**src/rtl/pid_ctrl_pkg.sv**
```systemverilog
`default_nettype none
// ============================================================================
//  Module   : pid_ctrl_pkg
//  Purpose  : Shared state encoding and constants for the PID sequencer.
//  Revision : 1.0  initial release
// ============================================================================
package pid_ctrl_pkg;

    typedef enum logic [2:0] {
        ST_IDLE      = 3'd0,
        ST_WAIT_MEAS = 3'd1,
        ST_ITERATE   = 3'd2,
        ST_CAPTURE   = 3'd3,
        ST_CONFIG    = 3'd4
    } pid_state_t;

    localparam logic [1:0] KP_ADDR  = 2'd0;
    localparam logic [1:0] KI_ADDR  = 2'd1;
    localparam logic [1:0] KD1_ADDR = 2'd2;
    localparam logic [1:0] KD2_ADDR = 2'd3;

    localparam int MIN_PERIOD = 4;

endpackage
`default_nettype wire

```
**src/rtl/pid_tick_gen.sv**
```systemverilog
`default_nettype none
// ============================================================================
//  Module   : pid_tick_gen
//  Purpose  : Sample-period counter; tick marks the last count of each period.
//  Revision : 1.0  initial release
// ============================================================================
module pid_tick_gen
    import pid_ctrl_pkg::*;
#(
    parameter int DIV_WIDTH = 16
) (
    input  logic                 clock,
    input  logic                 reset,
    input  logic                 enable,
    input  logic [DIV_WIDTH-1:0] period,
    output logic                 tick
);

    localparam logic [DIV_WIDTH-1:0] c_MIN_PERIOD = DIV_WIDTH'(MIN_PERIOD);
    localparam logic [DIV_WIDTH-1:0] c_ONE        = DIV_WIDTH'(1);

    logic [DIV_WIDTH-1:0] r_count;
    logic [DIV_WIDTH-1:0] r_period;
    logic [DIV_WIDTH-1:0] w_period_clamped;
    logic [DIV_WIDTH-1:0] w_last;

    assign w_period_clamped = (period < c_MIN_PERIOD) ? c_MIN_PERIOD : period;
    assign w_last           = r_period - c_ONE;
    assign tick             = enable && (r_count == w_last);

    // The active period is only reloaded at a wrap (or while idle), so a
    // mid-period change never truncates or stretches the running period.
    always_ff @(posedge clock) begin
        if (reset) begin
            r_count  <= '0;
            r_period <= c_MIN_PERIOD;
        end else if (!enable) begin
            r_count  <= '0;
            r_period <= w_period_clamped;
        end else if (tick) begin
            r_count  <= '0;
            r_period <= w_period_clamped;
        end else begin
            r_count  <= r_count + c_ONE;
        end
    end

endmodule
`default_nettype wire

```
**src/rtl/pid_sequencer.sv**
```systemverilog
`default_nettype none
// ============================================================================
//  Module   : pid_sequencer
//  Purpose  : Schedules PID iterations at a sample rate and serialises gain writes.
//  Revision : 1.0  initial release
// ============================================================================
module pid_sequencer
    import pid_ctrl_pkg::*;
#(
    parameter int D_WIDTH      = 18,
    parameter int DIV_WIDTH    = 16,
    parameter int MEAS_TIMEOUT = 255
) (
    input  logic                      clock,
    input  logic                      reset,
    input  logic                      enable,
    input  logic [DIV_WIDTH-1:0]      period,
    input  logic signed [D_WIDTH-1:0] target_in,
    input  logic signed [D_WIDTH-1:0] meas_data,
    input  logic                      meas_valid,
    output logic                      meas_ready,
    input  logic                      cfg_valid,
    input  logic [1:0]                cfg_addr,
    input  logic signed [D_WIDTH-1:0] cfg_data,
    output logic                      cfg_ready,
    output logic                      pid_write_n,
    output logic [D_WIDTH-1:0]        pid_reg_addr,
    output logic signed [D_WIDTH-1:0] pid_reg_data,
    output logic                      pid_iterate,
    output logic signed [D_WIDTH-1:0] pid_target,
    output logic signed [D_WIDTH-1:0] pid_measurement,
    input  logic signed [D_WIDTH-1:0] pid_out,
    output logic signed [D_WIDTH-1:0] ctrl_out,
    output logic                      ctrl_valid,
    output logic                      overrun,
    output logic                      timeout_err
);

    localparam int c_TO_W = ($clog2(MEAS_TIMEOUT + 1) > 8) ? $clog2(MEAS_TIMEOUT + 1) : 8;
    localparam logic [c_TO_W-1:0] c_TO_LAST = c_TO_W'(MEAS_TIMEOUT - 1);
    localparam logic [c_TO_W-1:0] c_TO_MAX  = {c_TO_W{1'b1}};
    localparam logic [c_TO_W-1:0] c_TO_ONE  = c_TO_W'(1);

    pid_state_t r_state;
    pid_state_t w_state_next;

    logic                      w_tick;
    logic                      r_pending;
    logic                      w_pending_next;
    logic [c_TO_W-1:0]         r_wait_cnt;
    logic                      w_wait_expired;
    logic                      w_meas_accept;
    logic                      w_cfg_accept;
    logic                      w_overrun_next;
    logic                      w_timeout_next;

    logic                      r_meas_ready;
    logic                      r_iterate;
    logic                      r_write_n;
    logic [D_WIDTH-1:0]        r_reg_addr;
    logic signed [D_WIDTH-1:0] r_reg_data;
    logic signed [D_WIDTH-1:0] r_target;
    logic signed [D_WIDTH-1:0] r_measurement;
    logic signed [D_WIDTH-1:0] r_ctrl_out;
    logic                      r_ctrl_valid;
    logic                      r_overrun;
    logic                      r_timeout;

    pid_tick_gen #(
        .DIV_WIDTH (DIV_WIDTH)
    ) u_tick_gen (
        .clock  (clock),
        .reset  (reset),
        .enable (enable),
        .period (period),
        .tick   (w_tick)
    );

    assign w_wait_expired = (r_wait_cnt >= c_TO_LAST);

    always_comb begin
        w_state_next   = r_state;
        w_pending_next = r_pending;
        w_meas_accept  = 1'b0;
        w_cfg_accept   = 1'b0;
        w_overrun_next = 1'b0;
        w_timeout_next = 1'b0;

        case (r_state)
            ST_IDLE: begin
                if (w_tick || (r_pending && enable)) begin
                    w_state_next   = ST_WAIT_MEAS;
                    w_pending_next = 1'b0;
                    // A fresh tick arriving alongside a pending one is dropped
                    w_overrun_next = w_tick && r_pending;
                end else if (cfg_valid) begin
                    w_cfg_accept = 1'b1;
                    w_state_next = ST_CONFIG;
                end
            end
            ST_WAIT_MEAS: begin
                w_overrun_next = w_tick;
                if (!enable) begin
                    w_state_next = ST_IDLE;
                end else if (meas_valid && r_meas_ready) begin
                    w_meas_accept = 1'b1;
                    w_state_next  = ST_ITERATE;
                end else if (w_wait_expired) begin
                    w_timeout_next = 1'b1;
                    w_state_next   = ST_IDLE;
                end
            end
            ST_ITERATE: begin
                w_overrun_next = w_tick;
                w_state_next   = ST_CAPTURE;
            end
            ST_CAPTURE: begin
                w_overrun_next = w_tick;
                w_state_next   = ST_IDLE;
            end
            ST_CONFIG: begin
                if (w_tick) begin
                    w_overrun_next = r_pending;
                    w_pending_next = 1'b1;
                end
                w_state_next = ST_IDLE;
            end
            default: begin
                w_state_next = ST_IDLE;
            end
        endcase

        if (!enable) begin
            w_pending_next = 1'b0;
        end
    end

    always_ff @(posedge clock) begin
        if (reset) begin
            r_state       <= ST_IDLE;
            r_pending     <= 1'b0;
            r_wait_cnt    <= '0;
            r_meas_ready  <= 1'b0;
            r_iterate     <= 1'b0;
            r_write_n     <= 1'b1;
            r_reg_addr    <= '0;
            r_reg_data    <= '0;
            r_target      <= '0;
            r_measurement <= '0;
            r_ctrl_out    <= '0;
            r_ctrl_valid  <= 1'b0;
            r_overrun     <= 1'b0;
            r_timeout     <= 1'b0;
        end else begin
            r_state      <= w_state_next;
            r_pending    <= w_pending_next;
            r_meas_ready <= (w_state_next == ST_WAIT_MEAS);
            r_iterate    <= (w_state_next == ST_ITERATE);
            r_write_n    <= (w_state_next != ST_CONFIG);
            r_overrun    <= w_overrun_next;
            r_timeout    <= w_timeout_next;
            r_ctrl_valid <= (r_state == ST_CAPTURE);

            // Counts cycles spent in WAIT_MEAS; zero on entry
            if (r_state != ST_WAIT_MEAS) begin
                r_wait_cnt <= '0;
            end else if (r_wait_cnt != c_TO_MAX) begin
                r_wait_cnt <= r_wait_cnt + c_TO_ONE;
            end

            if (w_meas_accept) begin
                r_target      <= target_in;
                r_measurement <= meas_data;
            end
            if (w_cfg_accept) begin
                r_reg_addr <= D_WIDTH'(cfg_addr);
                r_reg_data <= cfg_data;
            end
            if (r_state == ST_CAPTURE) begin
                r_ctrl_out <= pid_out;
            end
        end
    end

    // Gain writes are only offered when no sample is due this cycle or waiting
    assign cfg_ready       = !reset && (r_state == ST_IDLE) && !w_tick && !r_pending;
    assign meas_ready      = r_meas_ready;
    assign pid_write_n     = r_write_n;
    assign pid_reg_addr    = r_reg_addr;
    assign pid_reg_data    = r_reg_data;
    assign pid_iterate     = r_iterate;
    assign pid_target      = r_target;
    assign pid_measurement = r_measurement;
    assign ctrl_out        = r_ctrl_out;
    assign ctrl_valid      = r_ctrl_valid;
    assign overrun         = r_overrun;
    assign timeout_err     = r_timeout;

endmodule
`default_nettype wire

```
**config.mk**
```make
export PLATFORM = sky130hd
export DESIGN_NAME = pid_sequencer
export DESIGN_NICKNAME = d
export VERILOG_FILES = /design/src/rtl/pid_ctrl_pkg.sv /design/src/rtl/pid_tick_gen.sv /design/src/rtl/pid_sequencer.sv
export SDC_FILE = /design/constraint.sdc
export NUM_CORES = 1
export LEC_CHECK = 0
export ABC_CLOCK_PERIOD_IN_PS = 6700
export CORE_MARGIN = 3
export CORE_UTILIZATION = 30
export CTS_CLUSTER_DIAMETER = 100
export DETAILED_ROUTE_END_ITERATION = 8
export SYNTH_ARGS = -nofsm -noshare
export SYNTH_HDL_FRONTEND = slang
export SYNTH_SLANG_ARGS = --single-unit
```
**constraint.sdc**
```tcl
create_clock -name clock -period 6.7 [get_ports clock]
set_input_delay 1.005 -clock clock [delete_from_list [all_inputs] [get_ports clock]]
set_output_delay 1.005 -clock clock [all_outputs]
set_load 0.02 [all_outputs]
```
==> results_tabular.tex, run 1 <==
\begin{tabular}{lr}
\hline
Metric & Value \\
\hline
\multicolumn{2}{l}{\textbf{Run status}} \\
\quad Outcome & finished, final reports clean \\
\multicolumn{2}{l}{\textbf{Timing}} \\
\quad Achievable frequency & 0.2283 GHz \\
\quad Count of final max-slew check failures & 0 \\
\quad Number of hold violations in the final report & 0 \\
\quad Max transition margin & 49.75\% \\
\quad Final critical-path share of the clock period & 65.39\% \\
\quad Clock skew after layout & 0.009696 ns \\
\quad Least-Margin Pin Slew & 0.7538 ns \\
\quad Setup repair after global routing missed its margin & no \\
\quad Clock period minus worst slack & 4.381 ns \\
\quad Setup TNS & 0 ns \\
\quad Final setup violation count & 0 \\
\multicolumn{2}{l}{\textbf{Synth}} \\
\quad Area of the mapped netlist & 5679 sq um \\
\quad Top flip-flop cell by instance count after synthesis & sky130\_fd\_sc\_hd\_\_dfxtp\_1 \\
\quad Post-synthesis instance total & 674 \\
\quad Count of warnings emitted by yosys & 0 \\
\quad Mean post-synth cell area & 8.426 sq um \\
\quad Ys async rst share & 0\% \\
\quad Unique cell type count in the Yosys netlist & 58 \\
\quad Proportion of synthesized chip area in sequential cells & 43.71\% \\
\quad Count of flip-flops with a built-in enable after synthesis & 0 \\
\quad Flip-flop and latch count after synthesis & 124 \\
\multicolumn{2}{l}{\textbf{Critical path}} \\
\quad Critical path's largest stage delay & 0.57 ns \\
\quad WP data required & 5.69 ns \\
\quad Delay-heaviest family, CP & simple AND/OR/NAND/NOR gates \\
\quad Setup crit end kind & output pin \\
\quad Reg-to-reg slack, setup & 3.74 ns \\
\quad Bufs and invs on worst path & 2 \\
\quad Cell with the biggest individual delay on the critical path & sky130\_fd\_sc\_hd\_\_clkdlybuf4s50\_1 \\
\quad Class of the most critical setup path & reg -> out \\
\quad Highest fanout seen on the critical path & 8 \\
\quad Arrival time of the worst setup path & 3.38 ns \\
\quad Worst setup SP type & flop \\
\quad CP Cell Sequence & inv\_1 -> ha\_1 -> or3b\_2 -> o22ai\_1 -> o21ai\_0 -> or4\_1 -> nor4\_1 -> a21oi\_1 -> clkdlybuf4s50\_1 \\
\multicolumn{2}{l}{\textbf{Detailed routing}} \\
\quad Per-cell via count in the routed design & 4.659 \\
\quad Total vias in the final route & 4976 \\
\quad Detailed-route wire length per cell & 14.59 um \\
\quad Number of remaining DRC errors & 0 \\
\quad Total Wirelength & 15590 um \\
\quad Count of nets left with antenna violations after detail routing & 0 \\
\quad 1st-pass router iterations & 4 \\
\quad 1st-iter DRT viols & 243 \\
\multicolumn{2}{l}{\textbf{Floorplanning}} \\
\quad DIE AREA & 20620 sq um \\
\quad Starting Density & 31.08\% \\
\quad Die H & 143.6 um \\
\quad I/O pin total & 192 \\
\quad Placeable core area & 18270 sq um \\
\quad Die Span X & 143.6 um \\
\quad Std-Cell Rows & 49 \\
\multicolumn{2}{l}{\textbf{Finish}} \\
\quad Net count of the finished layout & 926 \\
\quad Cell Count, Final, Fillers Out & 1068 \\
\quad Count of antenna diodes in the layout & 0 \\
\quad Area growth from synthesis to layout & 42.34\% \\
\quad Leading cell type in the layout, fill and taps excluded & sky130\_fd\_sc\_hd\_\_clkdlybuf4s50\_1 \\
\quad Share of post-route cells with drive strength above 1 & 5.840\% \\
\quad Leading cell types in the layout, fill and taps excluded & 174 x sky130\_fd\_sc\_hd\_\_clkdlybuf4s50\_1, 124 x sky130\_fd\_sc\_hd\_\_dfxtp\_1, 120 x sky130\_fd\_sc\_hd\_\_nand2\_1, 63 x sky130\_fd\_sc\_hd\_\_a21oi\_1, 52 x sky130\_fd\_sc\_hd\_\_nor2\_1 \\
\multicolumn{2}{l}{\textbf{Clock network}} \\
\quad Worst-Skew Late Latency & 0.41 ns \\
\quad Count of buffers added by post-CTS timing repair for setup & 0 \\
\quad Root Driver & sky130\_fd\_sc\_hd\_\_clkbuf\_16 \\
\quad Clock tree from TritonCTS & yes \\
\quad Number of buffers created by CTS & 17 \\
\quad Clock-pin transition on the worst setup and hold timing paths & 0.05 ns \\
\quad CTS H-Tree Depth & 4 \\
\quad \# resized after CTS & 0 \\
\quad Hold buffers post-CTS & 0 \\
\quad CTS Sinks & 124 \\
\quad Maximum number of buffers from clock root to sink & 2 \\
\multicolumn{2}{l}{\textbf{Min path}} \\
\quad Min-delay worst type & reg -> reg \\
\multicolumn{2}{l}{\textbf{Global routing}} \\
\quad Maximum number of pins on one net before global-route repair & 70 \\
\quad Global-route wire length before repair & 24100 um \\
\quad GRT Overall Usage & 14.76\% \\
\quad Number of antenna violations at the first check in global routing & 0 \\
\quad Number of global-route vias before repair & 4570 \\
\quad GRT Residual Overflow & 0 \\
\multicolumn{2}{l}{\textbf{Placement}} \\
\quad GP Congestion & 0.8602 \\
\quad PortBufs & 175 \\
\quad Placed Cells & 1037 \\
\quad Sum of net half-perimeters after detailed placement & 11060 um \\
\multicolumn{2}{l}{\textbf{Power}} \\
\quad Areal power density over the cells & 234.5 nW/um\^{}2 \\
\quad Peak supply drop & 0.0001679 V \\
\quad PnR Total Power & 0.001895 W \\
\quad Leakage & 2.862 nW \\
\multicolumn{2}{l}{\textbf{Run}} \\
\quad Maximum capacitance violations & 0 \\
\hline
\end{tabular}
worst paths after layout:
path                          start              end  cells past startpoint
min reg2reg          pid_target[15]   pid_target[15]                      2
min                  pid_target[15]   pid_target[15]                      2
max          u_tick_gen.r_period[0]        cfg_ready                      9
max reg2reg  u_tick_gen.r_period[0]  pid_reg_addr[1]                     10
cell type report:
| class | instances | area [sq um] |
|---|---|---|
| clock buffer | 26 | 519.2 |
| tap | 229 | 286.5 |
| multi-input combinational | 494 | 2892 |
| clock inverter | 5 | 80.08 |
| fill | 1792 | 10190 |
| timing repair buffer | 180 | 1787 |
| inverter | 10 | 37.54 |
| sequential | 124 | 2482 |
kinds of logic after synthesis:
logic type,count (synthesis),synth area share [%]
adder cells (fa/ha/maj),4,0.8813
other,1,0.06603
AND/OR/NAND/NOR,298,25.27
AO/OA/AOI/OAI,103,11.17
multiplexers,33,5.816
buffers and inverters,71,6.675
flip-flops,124,43.71
XOR/XNOR,40,6.411
stage by stage:
step / util, % / hold WS [ns] / instance area [sq um] / worst slack [ns]
after CTS: 44.25 / 0.4532 / 8084 / 2.288
after detailed placement: 40.97 / 0.4453 / 7485 / 2.740
after floorplan: - / 0.4758 / 5736 / 3.351
after global routing: 44.25 / 0.4648 / 8084 / 2.083
final: 44.25 / 0.4489 / 8084 / 2.319
after global placement: 40.97 / 0.4407 / 7485 / 2.758
registers in the layout, indices dropped and copies added, names as in the netlist:
register             count
ctrl_out                18
ctrl_valid               1
meas_ready               1
overrun                  1
pid_iterate              1
pid_measurement         18
pid_reg_addr             2
pid_reg_data            18
pid_target              18
pid_write_n              1
r_pending                1
r_state                  3
r_wait_cnt               8
timeout_err              1
u_tick_gen.r_count      16
u_tick_gen.r_period     16
worst min-delay path, delay by kind of cell (launching register included):
kind	cells	cell delay, ns
AO/OA/AOI/OAI	1	0.05
flip-flops	1	0.30
AND/OR/NAND/NOR	1	0.05
report_power, final:
group	internal (W)	switching [W]
Sequential	0.000754	0.0000176
Combinational	0.000106	0.0000920
Clock	0.000605	0.000321
per-layer routing:
metal | vias up | part of all wire [%] | global-route usage (%)
met5 | - | 0 | 0
met4 | 0 | 1.2 | 4.361
met3 | 19 | 5.5 | 5.025
met2 | 105 | 48 | 23.33
met1 | 2302 | 45 | 19.19
li1 | 2550 | - | -
synthesized netlist by cell type (all sizes together), types with 2 or more instances:
library cell | instances | area share (%)
nand3 | 18 | 1.6
a211oi | 4 | 0.53
o41ai | 2 | 0.57
xor2 | 13 | 2.0
a21oi | 65 | 5.8
a2111oi | 2 | 0.42
nor4b | 2 | 0.31
nor3 | 14 | 1.2
xnor2 | 26 | 4.0
or2 | 3 | 0.33
nand4 | 4 | 0.44
nor2b | 5 | 0.55
inv | 10 | 0.66
nand2b | 45 | 5.0
or4 | 7 | 1.1
nor2 | 53 | 3.5
buf | 25 | 3.6
dfxtp | 124 | 44
nand2 | 120 | 7.9
a31oi | 6 | 0.66
nor4 | 10 | 1.1
ha | 4 | 0.88
mux2i | 33 | 5.8
clkbuf | 36 | 2.4
o21ai | 6 | 0.53
o31ai | 3 | 0.40
nand3b | 2 | 0.26
nor3b | 4 | 0.53
o211ai | 2 | 0.26
o22ai | 2 | 0.22
and3 | 5 | 0.55
Power figures use the tool's default switching activity.
==> run 2, diff against run 1 <==
--- a/config.mk
+++ b/config.mk
@@ -5,7 +5,7 @@
 export SDC_FILE = /design/constraint.sdc
 export NUM_CORES = 1
 export LEC_CHECK = 0
-export ABC_CLOCK_PERIOD_IN_PS = 6700
+export ABC_CLOCK_PERIOD_IN_PS = 3580
 export CORE_MARGIN = 3
 export CORE_UTILIZATION = 30
 export CTS_CLUSTER_DIAMETER = 100
==> constraint.sdc (replaced) <==
create_clock -name clock -period 3.58 [get_ports clock]
set_input_delay 0.537 -clock clock [delete_from_list [all_inputs] [get_ports clock]]
set_output_delay 0.537 -clock clock [all_outputs]
set_load 0.02 [all_outputs]
==> results_tabular.tex, run 2 (synthesized netlist as in run 1, its figures left out) <==
\begin{tabular}{lr}
\hline
Metric & Value \\
\hline
\multicolumn{2}{l}{\textbf{Finish}} \\
\quad Area growth from synthesis to layout & 43.12\% \\
\quad Count of antenna diodes in the layout & 0 (unchanged) \\
\quad Net count of the finished layout & 933 (+0.76\%) \\
\quad Share of post-route cells with drive strength above 1 & 7.210\% (+1.4 points) \\
\quad Final core utilization & 44.49\% (+0.24 points) \\
\quad Fill cells & 1780 (-0.67\%) \\
\quad Leading cell types in the layout, fill and taps excluded & 173 x sky130\_fd\_sc\_hd\_\_clkdlybuf4s50\_1, 124 x sky130\_fd\_sc\_hd\_\_dfxtp\_1, 120 x sky130\_fd\_sc\_hd\_\_nand2\_1, 63 x sky130\_fd\_sc\_hd\_\_a21oi\_1, 52 x sky130\_fd\_sc\_hd\_\_nor2\_1 \\
\quad Leading cell type in the layout, fill and taps excluded & sky130\_fd\_sc\_hd\_\_clkdlybuf4s50\_1 \\
\multicolumn{2}{l}{\textbf{Timing}} \\
\quad Clock period minus worst slack & 3.354 ns \\
\quad Achievable frequency & 0.2982 GHz \\
\quad Setup repair after global routing missed its margin & no \\
\quad Clock skew after layout & 0.01022 ns (+0.0005243 ns) \\
\quad Max transition margin & 31.98\% (-18 points) \\
\quad Setup TNS & 0 ns (unchanged) \\
\quad Least-Margin Pin Slew & 1.020 ns (+0.2665 ns) \\
\quad Count of final max-slew check failures & 0 (unchanged) \\
\quad Number of hold violations in the final report & 0 (unchanged) \\
\quad Final critical-path share of the clock period & 93.68\% \\
\quad Final setup violation count & 0 (unchanged) \\
\multicolumn{2}{l}{\textbf{Floorplanning}} \\
\quad DIE AREA & 20620 sq um (unchanged) \\
\quad Std-Cell Rows & 49 (unchanged) \\
\quad I/O pin total & 192 (unchanged) \\
\quad Die H & 143.6 um (unchanged) \\
\quad Placeable core area & 18270 sq um (unchanged) \\
\quad Starting Density & 31.08\% (unchanged) \\
\quad Die Span X & 143.6 um (unchanged) \\
\multicolumn{2}{l}{\textbf{Detailed routing}} \\
\quad Total Wirelength & 15450 um (-0.87\%) \\
\quad Count of nets left with antenna violations after detail routing & 0 (unchanged) \\
\quad Detailed-route wire length per cell & 14.37 um (-1.5\%) \\
\quad Number of remaining DRC errors & 0 (unchanged) \\
\quad Total vias in the final route & 4974 (-0.040\%) \\
\quad 1st-iter DRT viols & 264 (+8.6\%) \\
\quad Per-cell via count in the routed design & 4.627 (-0.69\%) \\
\quad 1st-pass router iterations & 5 (+1) \\
\multicolumn{2}{l}{\textbf{Critical path}} \\
\quad Worst setup SP type & flop \\
\quad Critical path's largest stage delay & 0.59 ns (+0.02 ns) \\
\quad Arrival time of the worst setup path & 2.82 ns (-0.56 ns) \\
\quad WP data required & 3.04 ns (-2.65 ns) \\
\quad Reg-to-reg slack, setup & 0.63 ns (-3.11 ns) \\
\quad Crit path top cell by count & sky130\_fd\_sc\_hd\_\_or4\_4 \\
\quad Class of the most critical setup path & reg -> out \\
\quad Logic depth of the worst register-to-register path & 8 (-2) \\
\quad Cell with the biggest individual delay on the critical path & sky130\_fd\_sc\_hd\_\_or4\_4 \\
\quad Endpoint of the worst register-to-register path & u\_tick\_gen.r\_period[4] \\
\quad R2R Path Start & u\_tick\_gen.r\_period[2] \\
\quad Highest fanout seen on the critical path & 10 (+2) \\
\quad Setup crit end kind & output pin \\
\quad CP Cell Sequence & or4\_4 -> or4\_4 -> a21oi\_2 -> o2bb2ai\_1 -> nor4\_4 -> a21oi\_1 -> clkbuf\_2 \\
\multicolumn{2}{l}{\textbf{Global routing}} \\
\quad GRT Residual Overflow & 0 (unchanged) \\
\quad GRT Overall Usage & 14.98\% (+0.21 points) \\
\quad Maximum number of pins on one net before global-route repair & 98 (+40\%) \\
\quad Number of antenna violations at the first check in global routing & 0 (unchanged) \\
\quad Number of global-route vias before repair & 4701 (+2.9\%) \\
\quad Global-route wire length before repair & 24560 um (+1.9\%) \\
\multicolumn{2}{l}{\textbf{Power}} \\
\quad Combinational share of power & 11.1\% (+0.6 points) \\
\quad Areal power density over the cells & 430.9 nW/um\^{}2 (+84\%) \\
\quad Switching power as a share of total power & 23.68\% (+0.96 points) \\
\quad Clock share of power & 47.8\% (-1.0 points) \\
\quad Switching power & 0.0008295 W (+93\%) \\
\quad Int Pwr & 0.002673 W (+82\%) \\
\quad Relative contribution of sequential cells to total power & 41.2\% (+0.5 points) \\
\quad Peak supply drop & 0.0003083 V (+84\%) \\
\quad Leakage & 2.898 nW (+1.3\%) \\
\multicolumn{2}{l}{\textbf{Clock network}} \\
\quad Maximum number of buffers from clock root to sink & 2 (unchanged) \\
\quad Root Driver & sky130\_fd\_sc\_hd\_\_clkbuf\_16 \\
\quad Hold buffers post-CTS & 0 (unchanged) \\
\quad Clock tree from TritonCTS & yes \\
\quad Clock-pin transition on the worst setup and hold timing paths & 0.05 ns (about the same) \\
\quad CTS H-Tree Depth & 4 (unchanged) \\
\quad Worst-Skew Late Latency & 0.40 ns (about the same) \\
\quad CTS Sinks & 124 (unchanged) \\
\quad Number of buffers created by CTS & 17 (unchanged) \\
\quad Count of buffers added by post-CTS timing repair for setup & 0 (unchanged) \\
\multicolumn{2}{l}{\textbf{Placement}} \\
\quad GP Congestion & 0.8519 (-0.96\%) \\
\quad Sum of net half-perimeters after detailed placement & 10930 um (-1.2\%) \\
\quad PortBufs & 175 (unchanged) \\
\multicolumn{2}{l}{\textbf{Min path}} \\
\quad Endpoint of the worst hold path & ctrl\_out[5] \\
\quad Min-delay worst type & reg -> reg \\
\quad Start point of the worst hold path & ctrl\_out[5] \\
\quad Cell depth of the worst min-delay path & 2 (unchanged) \\
\multicolumn{2}{l}{\textbf{Run status}} \\
\quad Outcome & finished, final reports clean \\
\multicolumn{2}{l}{\textbf{Run}} \\
\quad Maximum capacitance violations & 0 (unchanged) \\
\hline
\end{tabular}
==> run 2: changes by cell type in the layout (fill, tap and decap cells not counted), moves of 2 or more <==
cell	delta
sky130_fd_sc_hd__clkbuf_8	-4
sky130_fd_sc_hd__clkinv_2	+4
sky130_fd_sc_hd__clkinv_4	+2
sky130_fd_sc_hd__clkbuf_1	-2
sky130_fd_sc_hd__buf_4	+7
==> run 2: per-stage QoR <==
stage          cell area, sq um  worst slack [ns]  instances  hold WS (ns)  total power (W)
2_1_floorplan              5736            0.6987        689        0.4758         0.001681
5_1_grt                    8128           0.07239       1075        0.4667         0.003654
3_3_place_gp               7537            0.1641       1044        0.4416         0.001858
3_5_place_dp               7537            0.1416       1044        0.4460         0.001854
6_report                   8128            0.2261       1075        0.4505         0.003502
4_1_cts                    8127           0.01246       1075        0.4544         0.003558
==> run 2: final cells by class <==
| type | instances | area, sq um | area share (%) |
|---|---|---|---|
| sequential | 124 | 2482 | 30.54 |
| inverter | 10 | 37.54 | 0.4618 |
| clock inverter | 11 | 118.9 | 1.462 |
| tap | 229 | 286.5 | 3.525 |
| timing repair buffer | 187 | 1834 | 22.57 |
| multi-input combinational | 494 | 2912 | 35.82 |
| clock buffer | 20 | 456.7 | 5.619 |
==> run 2: layer usage <==
layer / vias to the layer above / track usage (%) / routed length [um]
met4: 0 / 4.063 / 141
li1: 2564 / - / -
met2: 121 / 23.50 / 7351
met1: 2281 / 19.89 / 7105
met3: 8 / 4.892 / 852
met5: - / 0 / 0
==> run 2: worst max path at each step <==
stage / endpoint / from / slack (ns)
after floorplan: cfg_ready / u_tick_gen.r_period[0] / 0.70
after global placement: cfg_ready / u_tick_gen.r_period[0] / 0.16
after detailed placement: cfg_ready / u_tick_gen.r_period[0] / 0.14
after CTS: cfg_ready / u_tick_gen.r_period[0] / 0.01
after global routing: cfg_ready / u_tick_gen.r_period[0] / 0.07
final: cfg_ready / u_tick_gen.r_period[2] / 0.23
==> run 2: power groups by stage <==
stage,clock network (W),logic [W],registers [W]
2_1_floorplan,0,0.000204,0.00148
3_3_place_gp,0,0.000388,0.00147
3_5_place_dp,0,0.000384,0.00147
4_1_cts,0.00173,0.000390,0.00144
5_1_grt,0.00179,0.000420,0.00145
6_report,0.00167,0.000388,0.00144
==> run 2: worst max-delay path, delay by kind of cell (launching register included) <==
family | cells | cell delay, ns
flip-flops | 1 | 0.40
AND/OR/NAND/NOR | 3 | 1.41
buffers and inverters | 1 | 0.18
AO/OA/AOI/OAI | 3 | 0.43
==> run 2: repair_timing <==
item | CTS | global route
gates resized for setup | 3 | 3
pin swaps | 0 | 1
endpoints found under the setup margin | 1 | 1
gates cloned | 0 | 0
